<file path="src/rtl/bp_cfg_link_regfile.sv">
// Config-link register file: core control registers plus a CCE ucode bridge.
// Define BP_CFG_LINK_READBACK_EN to enable register and ucode readback.
module bp_cfg_link_regfile #(
    parameter int vaddr_width_p   = 39,
    parameter int num_lce_width_p = 8
) (
    input  logic                       clk_i,
    input  logic                       reset_i,

    input  logic                       cfg_v_i,
    input  logic                       cfg_w_i,
    input  logic [15:0]                cfg_addr_i,
    input  logic [31:0]                cfg_data_i,
    output logic                       cfg_ready_o,

    output logic                       cfg_v_o,
    output logic [31:0]                cfg_data_o,
    input  logic                       cfg_yumi_i,

    output logic [7:0]                 clk_osc_o,
    output logic                       core_reset_o,
    output logic                       freeze_o,
    output logic [1:0]                 icache_mode_o,
    output logic [1:0]                 dcache_mode_o,
    output logic [1:0]                 cce_mode_o,
    output logic [num_lce_width_p-1:0] num_lce_o,
    output logic [vaddr_width_p-1:0]   start_pc_o,

    output logic                       ucode_v_o,
    output logic                       ucode_w_o,
    output logic [11:0]                ucode_addr_o,
    output logic [31:0]                ucode_data_o,
    input  logic                       ucode_ready_i,
    input  logic                       ucode_v_i,
    input  logic [31:0]                ucode_data_i
);

    localparam int hi_w_lp = vaddr_width_p - 32;

    localparam logic [15:0] addr_clk_osc_lp  = 16'h0000;
    localparam logic [15:0] addr_reset_lp    = 16'h0001;
    localparam logic [15:0] addr_freeze_lp   = 16'h0002;
    localparam logic [15:0] addr_icache_lp   = 16'h0022;
    localparam logic [15:0] addr_pc_lo_lp    = 16'h0040;
    localparam logic [15:0] addr_pc_hi_lp    = 16'h0041;
    localparam logic [15:0] addr_dcache_lp   = 16'h0042;
    localparam logic [15:0] addr_cce_mode_lp = 16'h0060;
    localparam logic [15:0] addr_num_lce_lp  = 16'h0061;

`ifdef BP_CFG_LINK_READBACK_EN
    typedef enum logic [1:0] {
        IDLE,
        UCODE_REQ,
        UCODE_WAIT,
        RESP
    } state_e;
`else
    typedef enum logic [1:0] {
        IDLE,
        UCODE_REQ,
        RESP
    } state_e;
`endif

    state_e state_r, state_n;

    logic [7:0]                 clk_osc_r;
    logic                       core_reset_r;
    logic                       freeze_r;
    logic [1:0]                 icache_mode_r;
    logic [1:0]                 dcache_mode_r;
    logic [1:0]                 cce_mode_r;
    logic [num_lce_width_p-1:0] num_lce_r;
    logic [vaddr_width_p-1:0]   start_pc_r;

    logic                       ucode_w_r;
    logic [11:0]                ucode_addr_r;
    logic [31:0]                ucode_data_r;

    logic idle;
    logic accept;
    logic is_ucode;
    logic wr_reg;
    logic uc_issue;

    assign idle     = (state_r == IDLE);
    assign accept   = cfg_v_i & idle;
    assign is_ucode = (cfg_addr_i[15:12] == 4'h8);
    assign wr_reg   = accept & cfg_w_i & ~is_ucode;

`ifdef BP_CFG_LINK_READBACK_EN
    assign uc_issue = accept & is_ucode;
`else
    // Without readback only ucode writes ever reach the ucode port.
    assign uc_issue = accept & is_ucode & cfg_w_i;
`endif

    always_comb begin
        state_n     = state_r;
        cfg_ready_o = 1'b0;
        cfg_v_o     = 1'b0;
        ucode_v_o   = 1'b0;
        unique case (state_r)
            IDLE: begin
                cfg_ready_o = 1'b1;
                if (uc_issue)
                    state_n = UCODE_REQ;
                else if (cfg_v_i & ~cfg_w_i)
                    state_n = RESP;
            end
            UCODE_REQ: begin
                ucode_v_o = 1'b1;
`ifdef BP_CFG_LINK_READBACK_EN
                if (ucode_ready_i)
                    state_n = ucode_w_r ? IDLE : UCODE_WAIT;
`else
                if (ucode_ready_i)
                    state_n = IDLE;
`endif
            end
`ifdef BP_CFG_LINK_READBACK_EN
            UCODE_WAIT: begin
                if (ucode_v_i)
                    state_n = RESP;
            end
`endif
            RESP: begin
                cfg_v_o = 1'b1;
                if (cfg_yumi_i)
                    state_n = IDLE;
            end
            default: state_n = IDLE;
        endcase
    end

    always_ff @(posedge clk_i) begin
        if (reset_i)
            state_r <= IDLE;
        else
            state_r <= state_n;
    end

    always_ff @(posedge clk_i) begin
        if (reset_i) begin
            clk_osc_r     <= '0;
            core_reset_r  <= 1'b1;
            freeze_r      <= 1'b1;
            icache_mode_r <= '0;
            dcache_mode_r <= '0;
            cce_mode_r    <= '0;
            num_lce_r     <= '0;
            start_pc_r    <= '0;
        end else if (wr_reg) begin
            unique case (1'b1)
                (cfg_addr_i == addr_clk_osc_lp):
                    clk_osc_r <= cfg_data_i[7:0];
                (cfg_addr_i == addr_reset_lp):
                    core_reset_r <= cfg_data_i[0];
                (cfg_addr_i == addr_freeze_lp):
                    freeze_r <= cfg_data_i[0];
                (cfg_addr_i == addr_icache_lp):
                    icache_mode_r <= cfg_data_i[1:0];
                (cfg_addr_i == addr_pc_lo_lp):
                    start_pc_r[31:0] <= cfg_data_i;
                (cfg_addr_i == addr_pc_hi_lp):
                    start_pc_r[vaddr_width_p-1:32] <= cfg_data_i[hi_w_lp-1:0];
                (cfg_addr_i == addr_dcache_lp):
                    dcache_mode_r <= cfg_data_i[1:0];
                (cfg_addr_i == addr_cce_mode_lp):
                    cce_mode_r <= cfg_data_i[1:0];
                (cfg_addr_i == addr_num_lce_lp):
                    num_lce_r <= cfg_data_i[num_lce_width_p-1:0];
                default: ;
            endcase
        end
    end

    // Request is captured once so the ucode port sees it stable while stalled.
    always_ff @(posedge clk_i) begin
        if (reset_i) begin
            ucode_w_r    <= 1'b0;
            ucode_addr_r <= '0;
            ucode_data_r <= '0;
        end else if (uc_issue) begin
            ucode_w_r    <= cfg_w_i;
            ucode_addr_r <= cfg_addr_i[11:0];
            ucode_data_r <= cfg_data_i;
        end
    end

`ifdef BP_CFG_LINK_READBACK_EN
    logic [31:0] rd_data;
    logic [31:0] resp_data_r;

    always_comb begin
        rd_data = '0;
        unique case (1'b1)
            (cfg_addr_i == addr_clk_osc_lp):  rd_data = 32'(clk_osc_r);
            (cfg_addr_i == addr_reset_lp):    rd_data = 32'(core_reset_r);
            (cfg_addr_i == addr_freeze_lp):   rd_data = 32'(freeze_r);
            (cfg_addr_i == addr_icache_lp):   rd_data = 32'(icache_mode_r);
            (cfg_addr_i == addr_pc_lo_lp):    rd_data = start_pc_r[31:0];
            (cfg_addr_i == addr_pc_hi_lp):
                rd_data = 32'(start_pc_r[vaddr_width_p-1:32]);
            (cfg_addr_i == addr_dcache_lp):   rd_data = 32'(dcache_mode_r);
            (cfg_addr_i == addr_cce_mode_lp): rd_data = 32'(cce_mode_r);
            (cfg_addr_i == addr_num_lce_lp):  rd_data = 32'(num_lce_r);
            default:                          rd_data = '0;
        endcase
    end

    always_ff @(posedge clk_i) begin
        if (reset_i)
            resp_data_r <= '0;
        else if (accept & ~cfg_w_i & ~is_ucode)
            resp_data_r <= rd_data;
        else if ((state_r == UCODE_WAIT) & ucode_v_i)
            resp_data_r <= ucode_data_i;
    end

    assign cfg_data_o = resp_data_r;
`else
    logic unused_ucode_rsp;
    assign unused_ucode_rsp = ^{ucode_v_i, ucode_data_i};
    assign cfg_data_o       = '0;
`endif

    assign clk_osc_o     = clk_osc_r;
    assign core_reset_o  = core_reset_r;
    assign freeze_o      = freeze_r;
    assign icache_mode_o = icache_mode_r;
    assign dcache_mode_o = dcache_mode_r;
    assign cce_mode_o    = cce_mode_r;
    assign num_lce_o     = num_lce_r;
    assign start_pc_o    = start_pc_r;

    assign ucode_w_o    = ucode_w_r;
    assign ucode_addr_o = ucode_addr_r;
    assign ucode_data_o = ucode_data_r;

endmodule

</file>
<file path="config.mk">
export PLATFORM = sky130hd
export DESIGN_NAME = bp_cfg_link_regfile
export DESIGN_NICKNAME = d
export VERILOG_FILES = /design/src/rtl/bp_cfg_link_regfile.sv
export SDC_FILE = /design/constraint.sdc
export NUM_CORES = 1
export LEC_CHECK = 0
export BUFFER_PORTS_ARGS = -buffer_cell sky130_fd_sc_hd__buf_2
export CORE_ASPECT_RATIO = 1.25
export CORE_MARGIN = 10
export CORE_UTILIZATION = 45
export CTS_BUF_LIST = sky130_fd_sc_hd__clkbuf_4 sky130_fd_sc_hd__clkbuf_8
export CTS_CLUSTER_DIAMETER = 80
export DETAILED_ROUTE_END_ITERATION = 16
export PLACE_DENSITY = 0.78
export SLEW_MARGIN = 5
export SYNTH_ARGS = -nofsm -noshare
export SYNTH_HDL_FRONTEND = slang
export SYNTH_SLANG_ARGS = --single-unit
</file>
<file path="constraint.sdc">
create_clock -name clk_i -period 5.1 [get_ports clk_i]
set_input_delay 1.02 -clock clk_i [delete_from_list [all_inputs] [get_ports clk_i]]
set_output_delay 1.02 -clock clk_i [all_outputs]
set_load 0.01 [all_outputs]
</file>
======== Yosys cells after proc, flatten, opt, wreduce, memory -nomap -nowiden ========
Cells that the tools add are included.
operators by class
  eq/ne operators ......................... 14
  reductions and logical operators ........ 12
  bitwise operators ....................... 8
  multiplexer cells ....................... 8
operator list
  cell                                                   number
  == test 16 x 7 -> 1 bit, second input constant         5
  AND reduction 2 bit                                    9
  == test 16 x 1 -> 1 bit, second input constant         1
  == test 16 x 2 -> 1 bit, second input constant         1
  == test 16 x 6 -> 1 bit, second input constant         1
  logical NOT 16 bit                                     1
  two-way mux 2 bit                                      4
  AND 1 bit                                              6
  case mux 2 bit (3 select lines)                        1
  == test 4 bit, second input constant                   1
  inequality test 2 bit, second input constant           2
  two-way mux 1 bit                                      3
  inequality test 3 x 1 -> 1 bit, second input constant  1
  AND reduction 3 bit                                    1
  == test 2 x 1 -> 1 bit, second input constant          1
  == test 2 bit, second input constant                   1
  logical NOT 2 bit                                      1
  NOT 1 bit                                              2
word-level totals
  bits of input ports ..................... 87
  register bits ........................... 110
  output and inout port bits .............. 143
  word-level logic and storage cells ...... 55

======== Logic depth before layout (Yosys ltp) ========
Gate-level depths: netlist of the first run.
  depth after elaboration ................. 6
  gate-level depth with buffers ........... 6
  depth with buffers taken out ............ 4

======== Least setup slack after synthesis of the first run ========
No wires, ideal clock.
  path kind ............................... input-to-reg
  from .................................... input port cfg_addr_i[4]
  to ...................................... register start_pc_r[15] (netlist: start_pc_o[15])
  path buffers ............................ 1
  required time ........................... 4.968 ns
  cell stages on the path ................. 5
  data arrival time ....................... 2.513 ns
  setup slack ............................. 2.454 ns
  library setup time ...................... 0.132 ns
  cell sequence ........................... or4b_2 or4_4 clkbuf_1 o21ai_0 a21oi_1
on the way
  word-level cells in the longest chain between the ends .. 2
ends and longest elaborated chain
  element                         line  text
  start: declaration              12    input logic [15:0] cfg_addr_i,
  == test 16 x 7 -> 1 bit         163   (cfg_addr_i == addr_pc_lo_lp):
  AND reduction 2 bit (no line)   n/a
  end signal: assignment          164   start_pc_r[31:0] <= cfg_data_i;
  end signal: indexed assignment  166   start_pc_r[vaddr_width_p-1:32] <= cfg_data_i[hi_w_lp-1:0];
  end: declaration                74    logic [vaddr_width_p-1:0] start_pc_r;
No other way between the ends.
A chain may end at the register's enable or synchronous reset.

======== Worst setup path in the final report of the first run ========
  from .................................... input port cfg_addr_i[8]
  to ...................................... register core_reset_r (netlist: core_reset_o)
on the way
  word-level cells in the longest chain between the ends .. 2
ends and longest elaborated chain
  element                        line  text
  == test 16 x 1 -> 1 bit        157   (cfg_addr_i == addr_reset_lp):
  AND reduction 2 bit (no line)  n/a
  end signal: assignment         158   core_reset_r <= cfg_data_i[0];
  end: declaration               68    logic core_reset_r;
No other way between the ends.

==> results of run 1 <==
## metrics by stage
step / utilization / area [um2]
after CTS: 0.549 / 5500
after detailed placement: 0.529 / 5290
final: 0.550 / 5500
after global routing: 0.550 / 5500
after global placement: 0.529 / 5290
after floorplan: - / 4690
## power groups by stage
stage,Clock [uW],Combinational [uW],Sequential [uW]
after floorplan,0,66.2,884
after global placement,0,88.1,883
after detailed placement,0,89.9,883
after CTS,553,90.2,863
after global routing,588,101,864
final,541,92.4,863
## cells in the final DEF (no fill, tap or decap), drive strengths merged
cell / n
conb: 32
nor4b: 1
and4: 1
nand3: 1
a21oi: 78
nor4bb: 1
nor4: 5
or4b: 3
nor2: 10
diode: 1
nand2: 91
nor3: 1
nor2b: 3
clkinv: 3
nand2b: 40
clkbuf: 12
or3: 2
or4: 2
o21ai: 32
nand3b: 2
or4bb: 1
or2: 1
dfxtp: 110
nand4: 34
bufinv: 1
buf: 167
nand4b: 1
nand4bb: 1
mux2i: 31
## sequential cells by signal, summed over array words and instances (netlist names), 2 cells and up
register	count
num_lce_o	8
dcache_mode_o	2
clk_osc_o	8
cce_mode_o	2
ucode_data_o	32
ucode_addr_o	12
state_r	2
icache_mode_o	2
start_pc_o	39
## kinds of logic (layout without fill, tap and decap cells)
| logic type | Yosys count | after routing | synth area share |
|---|---|---|---|
| and+or+nand+nor | 201 | 201 | 0.239 |
| AOI/OAI and AO/OA | 110 | 110 | 0.120 |
| DFF | 110 | 110 | 0.481 |
| buffers and inverters | 71 | 183 | 0.0911 |
| muxes | 31 | 31 | 0.0678 |
| other | 1 | 33 | 0.000820 |
## Yosys cell counts, drive strengths merged (2+ instances only)
cell,n
nor2,10
or4b,3
nand2b,40
o21ai,32
buf,36
nand3b,2
clkbuf,35
or3,2
nand4,34
mux2i,31
nor2b,3
dfxtp,110
nor4,5
a21oi,78
nand2,91
or4,2
## worst max-delay path by stage
| stage | startpoint | end | cells past startpoint |
|---|---|---|---|
| final | cfg_addr_i[8] | core_reset_o$_SDFFE_PP1P_ | 6 |
| after detailed placement | cfg_addr_i[8] | core_reset_o$_SDFFE_PP1P_ | 6 |
| after global placement | cfg_addr_i[8] | core_reset_o$_SDFFE_PP1P_ | 6 |
| after CTS | cfg_addr_i[8] | core_reset_o$_SDFFE_PP1P_ | 6 |
| after global routing | cfg_addr_i[8] | start_pc_o[13]$_SDFFE_PP0P_ | 6 |
| after floorplan | cfg_addr_i[4] | start_pc_o[15]$_SDFFE_PP0P_ | 5 |
## worst register-to-register path, stage by stage (launching register included)
cell and delay [ns]:
sky130_fd_sc_hd__dfxtp_1 0.37, sky130_fd_sc_hd__nor4bb_1 0.51, sky130_fd_sc_hd__and4_1 0.68, sky130_fd_sc_hd__buf_4 0.37
sky130_fd_sc_hd__nand4_1 0.13, sky130_fd_sc_hd__a21oi_1 0.19
## final cells by class
| type | count | area share |
|---|---|---|
| Multi-Input combinational cell | 374 | 0.379 |
| Sequential cell | 110 | 0.400 |
| Timing Repair Buffer | 167 | 0.154 |
| Tap cell | 129 | 0.0294 |
| Clock buffer | 12 | 0.0289 |
| Antenna cell | 1 | 0.000455 |
| Clock inverter | 4 | 0.00819 |
## layer usage
metal  part of all wire  vias to the layer above  wire length [um]
met4              0.023                        0               312
met1               0.38                     2017              5270
met2               0.49                      166              6830
li1                   -                     2017                 -
met3               0.10                       20              1410
met5                  0                        -                 0
==> run summary, run 1 <==
The number of hold buffers added after CTS was 0. The fraction of power spent switching nets came out at 0.232. Wires add up to 13800 um.

The filler cell count in the final layout is 960. Setup violations remaining at the end of the flow were counted as 0. The number of detailed-routing iterations run before antenna repair is 4. The number of storage elements in the synthesis netlist is 110.

The worst-case IR drop observed on VDD is 0.143 mV. The fraction of final layout cells sized beyond drive strength 1 is 0.292. The most common flop cell mapped by yosys is sky130_fd_sc_hd__dfxtp_1. After detailed placement, the design holds a cell count of 780. Data arrives at the worst endpoint at 3.37 ns. The share of total power dissipated in sequential elements is 0.577. The net switching power came out at 347 uW. The multi-input combinational cell area is 0.00208 mm2. The later pin in the worst-skew pair is clocked with a latency of 0.37 ns. The remaining design rule violation count came out at 0. The vias per cell came out at 5.29.

Across the whole layout, storage elements account for 0.00220 mm2. The worst-margin pin slew is 1.13 ns. The width of the chip is 110 um. The total design power came out at 1500 uW.

The number of nets in the layout came out at 749. Setup repair after global routing left no endpoint under its margin. The worst setup path is launched from a primary input. The depth of the worst register-to-register path came out at 5.

The global-route congestion overflow total came out at 0. The clock arrives with 0.00907 ns of skew. The detailed placer's ending HPWL is 9940 um. The initial antenna violation count is 1. For this configuration, the core starts out at a cell density of 0.457. The startpoint identified for the worst hold timing path is ucode_data_o[29]$_SDFFE_PP0P_. The routed wirelength normalized by instance count is 17.3 um. The number of buffers and inverters on the critical path is 2. The vertical extent of the die is 133 um. 230 I/O pins were placed. The most utilized layer in the global route result is met2. Of all nets on the critical path, the largest fanout is 19. The fraction of power consumed by combinational cells is 0.062. The async set-or-reset flop fraction in the synthesized netlist came out at 0. TritonCTS built the clock tree. The part of the total power dissipated in the clock network is 0.361. The max-slew headroom at the worst pin is 0.242. The critical path's largest stage delay is 0.93 ns. The final period utilization came out at 0.610. The via count of the first global-routing pass is 4201. CTS placed an instance of sky130_fd_sc_hd__clkbuf_8 at the clock tree root. Relative to the synthesized area, the layout overhead comes to 20.2%. In the synthesized netlist, the number of instances is 524.

The number of gates resized after CTS was 0. Among cell families on the critical path, the largest total delay comes from simple AND/OR/NAND/NOR gates. For this run, global-route usage on met3 was measured as 0.0646. The count of clock tree sinks is 110. The clock tree synthesis step divided the H-tree into 3 levels.

The final antenna-violating net count came out at 0. Derived from the worst setup path, the maximum achievable clock frequency is 321 MHz. The min-delay analysis places its worst path in the category register to register. The core area is 0.0100 mm2.

The count of distinct cell types in the synthesized netlist is 33. For the final routed database, the setup TNS stands at 0 ns. Setup slack on the critical path of the routed design comes to 1.99 ns. The detailed router placed 4220 vias in this run. Across the run, the number of max-cap violations was 0.

The number of port buffers came out at 164. The global routing met2 resource utilization came out at 0.306. The setup path with the least slack is of type primary input to register. The final max-slew violation count is 0. The area of the die came out at 0.0146 mm2. The per-instance average area after synthesis came out at 8.73 um2. The first-pass GRT wire length is 21400 um.

The number of core rows came out at 41. The final hold slack came out at 0.455 ns. The power density over the cells is 272 mW/mm2.

The pin count of the biggest net entering global routing is 120. The highest-delay cell along the critical path is sky130_fd_sc_hd__nor4_4. The worst hold path depth came out at 2. The final weighted congestion in routability-driven placement came out at 0.805. STA classifies the critical path endpoint as a register.

The critical path goes through buf_2 -> or4_4 -> nor4_4 -> buf_4 -> nand4b_1 -> mux2i_1. The required time at the worst-slack endpoint came out at 5.35 ns. In this run the critical register-to-register path is captured at start_pc_o[13]$_SDFFE_PP0P_. Timing analysis after detailed placement gives a worst setup slack of 1.64 ns. The fraction of synthesized cell area taken by the top area cell type is 0.481. Of the synthesized area, sequential elements account for 0.481. The worst register-to-register path begins at state_r[1]$_SDFFE_PP0P_. The flow ran to the end, and the final reports show no timing, DRC or antenna violations. The finished layout holds 797 standard cells, fillers aside. The total count of hold-check failures in the final report came out at 0. Counting I/O delays and the setup requirement, the final critical path takes 3.11 ns.

Clock-pin slew was measured on the worst setup and hold paths at 0.09 ns. The worst hold path terminates at ucode_data_o[29]$_SDFFE_PP0P_. After synthesis, the cell types taking the most area are sky130_fd_sc_hd__dfxtp_1 (48%), sky130_fd_sc_hd__a21oi_1 (8.5%), sky130_fd_sc_hd__nand2_1 (7.5%).

Counting flops with a built-in enable in the synthesized netlist gives 0. In this run the static leakage power is 0.00253 uW. The worst-case register-to-register setup slack came out at 2.77 ns. The total global-route track usage came out at 0.181. The cell area after synthesis is 0.00458 mm2. The cell accounting for the most synthesized area is sky130_fd_sc_hd__dfxtp_1.

The buffer count from post-CTS setup fixing is 0. The met1 usage in global routing is 0.197. The internal portion of total power is 1150 uW. In this run, the number of DRC markers left after iteration 0 of detailed routing was 190.

The clock tree buffer depth came out at 2. The count of warnings emitted by yosys came out at 0. In this run, CTS created clock tree buffers numbering 9.
Note: power is estimated with default switching activity, not from simulation.
==> run 2, diff against run 1 <==
--- a/config.mk
+++ b/config.mk
@@ -5,6 +5,7 @@
 export SDC_FILE = /design/constraint.sdc
 export NUM_CORES = 1
 export LEC_CHECK = 0
+export ABC_AREA = 1
 export BUFFER_PORTS_ARGS = -buffer_cell sky130_fd_sc_hd__buf_2
 export CORE_ASPECT_RATIO = 1.25
 export CORE_MARGIN = 10
@@ -12,7 +13,7 @@
 export CTS_BUF_LIST = sky130_fd_sc_hd__clkbuf_4 sky130_fd_sc_hd__clkbuf_8
 export CTS_CLUSTER_DIAMETER = 80
 export DETAILED_ROUTE_END_ITERATION = 16
-export PLACE_DENSITY = 0.78
+export PLACE_DENSITY = 0.77
 export SLEW_MARGIN = 5
 export SYNTH_ARGS = -nofsm -noshare
 export SYNTH_HDL_FRONTEND = slang
==> constraint.sdc (replaced) <==
create_clock -name clk_i -period 3 [get_ports clk_i]
set_input_delay 0.6 -clock clk_i [delete_from_list [all_inputs] [get_ports clk_i]]
set_output_delay 0.6 -clock clk_i [all_outputs]
set_load 0.01 [all_outputs]
==> run 2 against run 1 <==
Net effect:
- sequential share of layout area decreased by 2.0 points
- sequential power grew 70%
- combinational power up 130%
- highest routed layer unchanged
==> run summary, run 2 <==
The number of DRC violations after detailed-routing iteration 0 is 237 (+25%). The net switching power came out at 651 uW (+88%). By startpoint and endpoint, the worst setup path is classified as register to register.

The first-pass GRT wire length came out at 21800 um (+2.0%). The final antenna-violating net count is 0 (unchanged). The vertical extent of the die was 135 um (+2.0%). In the synthesized netlist the dominant register cell turns out to be sky130_fd_sc_hd__dfxtp_1. The global-route congestion overflow total was 0 (unchanged). The max-slew headroom at the worst pin is 0.434 (+0.192).

The fraction of synthesized cell area taken by the top area cell type is 0.460 (-0.0216). The filler cell count in the final layout came out at 1107 (+15%). The instance count after placement with tap cells included is 954 (+22%). The via count of the first global-routing pass is 4272 (+1.7%). The final max-slew violation count is 0 (unchanged). The final weighted congestion in routability-driven placement came out at 0.845 (+5.0%).

For hold timing, the worst endpoint is state_r[0]$_SDFFE_PP0P_. The routed wirelength normalized by instance count came to 14.2 um (-18%). The hold buffer count at CTS came out at 0 (unchanged).

The depth of the worst register-to-register path came out at 7 (+2). The remaining design rule violation count is 0 (unchanged). The synthesized instance count is 684 (+31%).

The top cell types in the final layout, fill and taps aside, are sky130_fd_sc_hd__nor2_1 (231), sky130_fd_sc_hd__buf_2 (164), sky130_fd_sc_hd__dfxtp_1 (110). The max capacitance violation total is 0 (unchanged). The worst-margin pin slew is 0.848 ns (-0.281 ns). The clock tree buffer depth was 2 (unchanged). The worst hold path depth is 2 (unchanged).

The clock-pin transition on the worst setup and hold timing paths came out at 0.11 ns (+0.02 ns). The non-filler instance count after layout is 970 (+22%). Of the available clock period, the critical path in the final layout requires 0.634.

TritonCTS built the clock tree. The number of diodes added for antenna fixing came out at 0 (-1). The part of the total power dissipated in the clock network is 0.358 (-0.003). The sequential power share was 0.561 (-0.016). The required time at the worst-slack endpoint was 3.30 ns (-2.05 ns). The number of cells upsized or downsized after cts came out at 0 (unchanged). The pin count of the biggest net entering global routing came out at 56 (-53%). The peak clock frequency supported by timing is 526 MHz. For this design, the slowest cell found on the critical path is sky130_fd_sc_hd__inv_2. The maximum vdd drop came out at 0.291 mV (+100%). The number of storage elements in the synthesis netlist is 110 (unchanged). The cell accounting for the most synthesized area is sky130_fd_sc_hd__dfxtp_1. The power density over the cells was 454 mW/mm2 (+67%). The async set-or-reset flop fraction in the synthesized netlist is 0 (unchanged). The number of nets in the layout came out at 920 (+23%). The worst reg2reg path endpoint is ucode_data_o[31]$_SDFFE_PP0P_. The via count came to 4520 (+7.1%). The total count of hold-check failures in the final report was 0 (unchanged). The flip-flop count of the largest register after layout came out at 39 (unchanged). The effective utilization at floorplan came out at 0.456 (-0.00158).

Yosys instantiated no cell more often than sky130_fd_sc_hd__nor2_1. Relative to the synthesized area, the layout overhead comes to 20.7%. The setup TNS was 0 ns (unchanged). The number of detailed-routing iterations run before antenna repair is 6 (+2). The number of buffers created by CTS is 9 (unchanged). The critical path's largest stage delay is 0.71 ns (-0.22 ns).

The core area was 0.0105 mm2 (+5.1%). The sequential area share after synthesis came out at 0.460 (-0.0216). The fraction of power spent switching nets is 0.248 (+0.0164). The flow ran to the end, and the final reports show no timing, DRC or antenna violations. The detailed placer's ending HPWL is 10400 um (+4.2%). The number of top-level pins is 230 (unchanged).

The final hold slack is 0.428 ns (-0.0270 ns). The count of clock tree sinks was 110 (unchanged). Setup repair after global routing left no endpoint under its margin. The count of distinct cell types in the synthesized netlist is 23 (-30%). The count of final setup violators is 0 (unchanged). The buffer count from post-CTS setup fixing is 0 (unchanged).

The fraction of final layout cells sized beyond drive strength 1 is 0.257 (-0.0358). The cell leakage power came out at 0.00289 uW (+14%). The worst reg2reg path startpoint is state_r[0]$_SDFFE_PP0P_. The total global-route track usage is 0.174 (-0.00726). Sorting the synthesized cells by area gives the leading types as sky130_fd_sc_hd__dfxtp_1 (46%), sky130_fd_sc_hd__nor2_1 (18%), sky130_fd_sc_hd__nand3_1 (7.6%). The clock latency reported for the late side of the worst-skew pair is 0.37 ns (about the same). The worst-case register-to-register setup slack came out at 1.10 ns (-1.67 ns).

The fraction of power consumed by combinational cells is 0.081 (+0.019). The type of the most critical hold path is primary input to register. The number of port buffers is 164 (unchanged). The internal portion of total power came to 1970 uW (+72%).

The root buffer cell chosen for the clock tree is sky130_fd_sc_hd__clkbuf_8. The cell area after synthesis was 0.00479 mm2 (+4.7%). The number of core rows came out at 42 (+2.4%). The arrival time of the worst setup path is 2.20 ns (-1.17 ns).

The category of the worst setup path capture point is a register. The final critical-path required period came out at 1.90 ns. The maximum level of the CTS H-tree came out at 3 (unchanged). The number of synthesized flops with an enable pin came out at 0 (unchanged).

The total cell area at the placement stage came out at 0.00557 mm2 (+5.3%). The post-route cell area is 0.00578 mm2 (+5.1%). The worst hold path begins at reset_i. The wire length after detailed routing is 13800 um (-0.17%). The largest clock skew in the final design came to 0.0135 ns (+0.00439 ns). The count of warnings emitted by yosys is 0 (unchanged). The initial antenna violation count was 0 (-1). STA classifies the critical path startpoint as a register. The maximum net fanout on the critical path is 45 (+26). The area of the die came out at 0.0152 mm2 (+3.9%). The per-instance average area after synthesis is 7.00 um2 (-20%). The width of the chip came to 112 um (+1.9%).

The most common cell after layout, fill and taps aside is sky130_fd_sc_hd__nor2_1. After synthesis, the most frequently instantiated cells are sky130_fd_sc_hd__nor2_1 (231), sky130_fd_sc_hd__dfxtp_1 (110), sky130_fd_sc_hd__nand2_1 (80). The critical path goes through inv_2 -> nand2_4 -> nor2_8 -> nand3_4 -> inv_2 -> nor2_1 -> nor2_1. The vias per cell is 4.66 (-12%).
-- run 2: worst max-delay path, delay by kind of cell (launching register included) --
| family | cells | cell delay (ns) |
|---|---|---|
| and+or+nand+nor | 5 | 0.69 |
| DFF | 1 | 0.34 |
| buffers and inverters | 2 | 0.79 |
-- run 2: logic make-up after synthesis --
logic type | Yosys count | synth area share
flops | 110 | 0.460
compound gates | 48 | 0.0507
other cells | 1 | 0.000783
buf+inv | 119 | 0.127
simple gates | 406 | 0.362
-- run 2: worst max path at each step --
stage / startpoint / end / slack, ns / cells after the start
final: state_r[0]$_SDFFE_PP0P_ / ucode_data_o[31]$_SDFFE_PP0P_ / 1.10 / 7
after floorplan: cfg_addr_i[9] / dcache_mode_o[1]$_SDFFE_PP0P_ / 1.44 / 9
after global routing: state_r[1]$_SDFFE_PP0P_ / ucode_data_o[9]$_SDFFE_PP0P_ / 0.86 / 7
after detailed placement: cfg_w_i / ucode_data_o[9]$_SDFFE_PP0P_ / 0.74 / 7
after CTS: state_r[0]$_SDFFE_PP0P_ / ucode_data_o[9]$_SDFFE_PP0P_ / 1.07 / 7
after global placement: cfg_v_i / ucode_data_o[20]$_SDFFE_PP0P_ / 0.78 / 7
-- run 2: layer usage --
metal / share of wire / GRT usage / vias to the layer above
met1: 0.41 / 0.199 / 2027
met2: 0.50 / 0.302 / 141
met3: 0.073 / 0.0598 / 12
met5: 0 / 0 / -
li1: - / - / 2340
met4: 0.013 / 0.0480 / 0
-- run 2: power groups by stage --
stage                     clock network, uW  logic, uW  registers, uW
after floorplan                           0        156           1510
after global placement                    0        209           1510
after detailed placement                  0        211           1510
after CTS                               958        211           1470
after global routing                   1020        239           1470
final                                   939        212           1470
-- run 2: through the flow --
| stage | total power [uW] | util | worst slack, ns |
|---|---|---|---|
| 2_1_floorplan | 1670 | - | 1.44 |
| 3_3_place_gp | 1710 | 0.530 | 0.775 |
| 3_5_place_dp | 1720 | 0.530 | 0.741 |
| 4_1_cts | 2640 | 0.550 | 1.07 |
| 5_1_grt | 2730 | 0.550 | 0.857 |
| 6_report | 2620 | 0.550 | 1.10 |
-- run 2: area by class of cell --
class | instances | area (um2) | share of cell area
inverter | 55 | 206 | 0.0357
multi-input combinational | 486 | 2100 | 0.363
tap | 132 | 165 | 0.0286
timing repair buffer | 171 | 898 | 0.155
clock inverter | 5 | 56.3 | 0.00974
clock buffer | 11 | 151 | 0.0262
sequential | 110 | 2200 | 0.381
==> run 3, diff against run 2 <==
==> constraint.sdc (replaced) <==
create_clock -name clk_i -period 1.9 [get_ports clk_i]
set_input_delay 0.38 -clock clk_i [delete_from_list [all_inputs] [get_ports clk_i]]
set_output_delay 0.38 -clock clk_i [all_outputs]
set_load 0.01 [all_outputs]
==> run 3 against run 2 <==
Net effect:
- global-route usage increased by 0.067 points
- wire length up 0.39%
- clock power rose by 80%
- non-clock buffer count increased by 4
- flip-flop and latch count did not move
==> run summary, run 3 (synthesis gave the netlist of run 2 again) <==
The effective utilization at floorplan came to 0.456 (unchanged). The number of detailed-routing iterations run before antenna repair came to 5 (-1). The largest clock skew in the final design is 0.0118 ns (-0.00162 ns). The growth of design area from synthesis to finish is 22.8%.

The signal on the critical path passes through inv_2 -> nand2_4 -> nor2_8 -> nand2_2 -> nor2_4 -> buf_4 -> nand3_1 -> nand2_1 -> nor2_1. The maximum net fanout on the critical path is 20 (-56%). The number of cells upsized or downsized after cts is 0 (unchanged). The category of the worst setup path capture point is a register.

The wire length after detailed routing is 13900 um (+0.39%). The area of the die is 0.0152 mm2 (unchanged). The cell family contributing the most delay on the critical path is simple AND/OR/NAND/NOR gates. The detailed placer's ending HPWL is 10400 um (about the same). The peak clock frequency supported by timing was 664 MHz (+26%). The hold buffer count at CTS came out at 0 (unchanged). The final max-slew violation count came out at 0 (unchanged). The number of port buffers came out at 164 (unchanged). The maximum level of the CTS H-tree is 3 (unchanged). The buffer count from post-CTS setup fixing is 0 (unchanged). The required time at the worst-slack endpoint is 2.18 ns (-1.12 ns). The clock latency reported for the late side of the worst-skew pair is 0.37 ns (about the same). The final antenna-violating net count came out at 0 (unchanged).

The worst hold path terminates at state_r[0]$_SDFFE_PP0P_. The final design utilization is 0.560 (+0.00988). The kind of start point of the critical path is a register. In this run the worst hold path is classified as primary input to register. The power density over the cells came out at 741 mW/mm2 (+63%). The startpoint identified for the worst register-to-register timing path is state_r[0]$_SDFFE_PP0P_.

The core area is 0.0105 mm2 (unchanged). The cell leakage power is 0.00293 uW (+1.5%). The via count was 4488 (-0.71%). The number of DRC violations after detailed-routing iteration 0 came to 234 (-1.3%). The clock tree buffer depth came out at 2 (unchanged).

The pin count of the biggest net entering global routing is 58 (+3.6%). The routed wirelength normalized by instance count came out at 14.2 um (about the same). The global-route congestion overflow total is 0 (unchanged). The max capacitance violation total came out at 0 (unchanged). The total global-route track usage was 0.175 (+0.000674).

The initial antenna violation count is 0 (unchanged). The number of nets in the layout is 924 (+0.43%). The filler cell count in the final layout came to 1084 (-2.1%). The maximum vdd drop was 0.438 mV (+51%). The total count of hold-check failures in the final report is 0 (unchanged). The number of buffers created by CTS is 9 (unchanged). The run finished with clean final reports. The depth of the worst register-to-register path was 9 (+2). The library cells used most frequently in the layout, excluding fill and tap cells, are sky130_fd_sc_hd__nor2_1 (231), sky130_fd_sc_hd__buf_2 (164), sky130_fd_sc_hd__dfxtp_1 (110). The final period utilization came out at 0.792 (+0.158). The fraction of final layout cells sized beyond drive strength 1 came out at 0.260 (+0.00353).

The final weighted congestion in routability-driven placement came out at 0.862 (+2.0%). The worst reg2reg path endpoint is start_pc_o[14]$_SDFFE_PP0P_. The first-pass GRT wire length was 21800 um (about the same). The critical path's largest stage delay came out at 0.34 ns (-0.37 ns). The remaining design rule violation count came out at 0 (unchanged). Among all stages on the critical path, the largest delay is contributed by sky130_fd_sc_hd__dfxtp_1. The count of clock tree sinks is 110 (unchanged). The setup TNS came out at 0 ns (unchanged).

The worst hold path depth is 2 (unchanged). The worst-case register-to-register setup slack is 0.39 ns (-0.70 ns). The width of the chip came out at 112 um (unchanged). The startpoint of the most critical hold path is reset_i. The clock tree root buffer cell is sky130_fd_sc_hd__clkbuf_8. The number of diodes added for antenna fixing is 0 (unchanged).

The final critical-path required period is 1.51 ns (-0.396 ns). Setup repair after global routing left no endpoint under its margin. The critical path is of the register to register type. The count of buffering cells on the critical path with inverters included came out at 2 (unchanged).

Leaving out fill and tap cells, the most frequent cell in the layout is sky130_fd_sc_hd__nor2_1. The clock-pin transition on the worst setup and hold timing paths came out at 0.11 ns (about the same). The number of top-level pins was 230 (unchanged). The via count of the first global-routing pass came to 4265 (-0.16%). The count of final setup violators was 0 (unchanged). The vertical extent of the die is 135 um (unchanged). TritonCTS built the clock tree. The flip-flop count of the largest register after layout came out at 39 (unchanged). The number of core rows came to 42 (unchanged). The arrival time of the worst setup path was 1.79 ns (-0.41 ns).

The vias per cell came out at 4.61 (-1.1%).
## run 3: cell type report
cell class	count	area, um2	share of cell area
clock buffers	9	124	0.0211
clock inverters	7	120	0.0204
inverters	55	206	0.0351
multi-input cells	486	2100	0.357
flip-flops and latches	110	2200	0.374
well taps	132	165	0.0281
repair buffers	175	966	0.164
## run 3: worst max-delay path by stage
stage                             from                            end  slack, ns  depth (start not counted)
2_1_floorplan            cfg_addr_i[9]  dcache_mode_o[1]$_SDFFE_PP0P_       0.56                          9
6_report       state_r[0]$_SDFFE_PP0P_    start_pc_o[14]$_SDFFE_PP0P_       0.39                          9
4_1_cts        state_r[0]$_SDFFE_PP0P_    start_pc_o[14]$_SDFFE_PP0P_       0.39                          9
3_5_place_dp            cfg_addr_i[14]      num_lce_o[3]$_SDFFE_PP0P_       0.20                          9
3_3_place_gp             cfg_addr_i[9]      num_lce_o[1]$_SDFFE_PP0P_       0.21                          9
5_1_grt        state_r[0]$_SDFFE_PP0P_    start_pc_o[28]$_SDFFE_PP0P_       0.30                          9
## run 3: metal layers
metal	share of wire	routed length (um)	vias up	track usage
li1	-	-	2350	-
met1	0.41	5720	1968	0.201
met2	0.49	6800	158	0.294
met3	0.082	1140	12	0.0616
met4	0.014	195	0	0.0621
met5	0	0	-	0
## run 3: power by group
part           internal, uW  total [uW]  switching [uW]
Combinational           116         341             224
Sequential             2320        2320            6.45
Clock                   881        1690             813
## run 3: worst reg2reg max path: stages, from the launching register on
cell and delay [ns]:
sky130_fd_sc_hd__dfxtp_1 0.34, sky130_fd_sc_hd__inv_2 0.08, sky130_fd_sc_hd__nand2_4 0.08, sky130_fd_sc_hd__nor2_8 0.14, sky130_fd_sc_hd__nand2_2 0.13, sky130_fd_sc_hd__nor2_4 0.13
sky130_fd_sc_hd__buf_4 0.27, sky130_fd_sc_hd__nand3_1 0.13, sky130_fd_sc_hd__nand2_1 0.08, sky130_fd_sc_hd__nor2_1 0.04
## run 3: per-stage QoR
step,instance area [um2],worst slack [ns],instances,total power (uW),hold WS [ns]
after CTS,5880,0.387,974,4400,0.174
after global routing,5880,0.302,974,4540,0.187
after detailed placement,5640,0.196,958,2720,0.452
final,5880,0.395,974,4360,0.201
after floorplan,4910,0.562,715,2630,0.449
after global placement,5640,0.214,958,2710,0.445
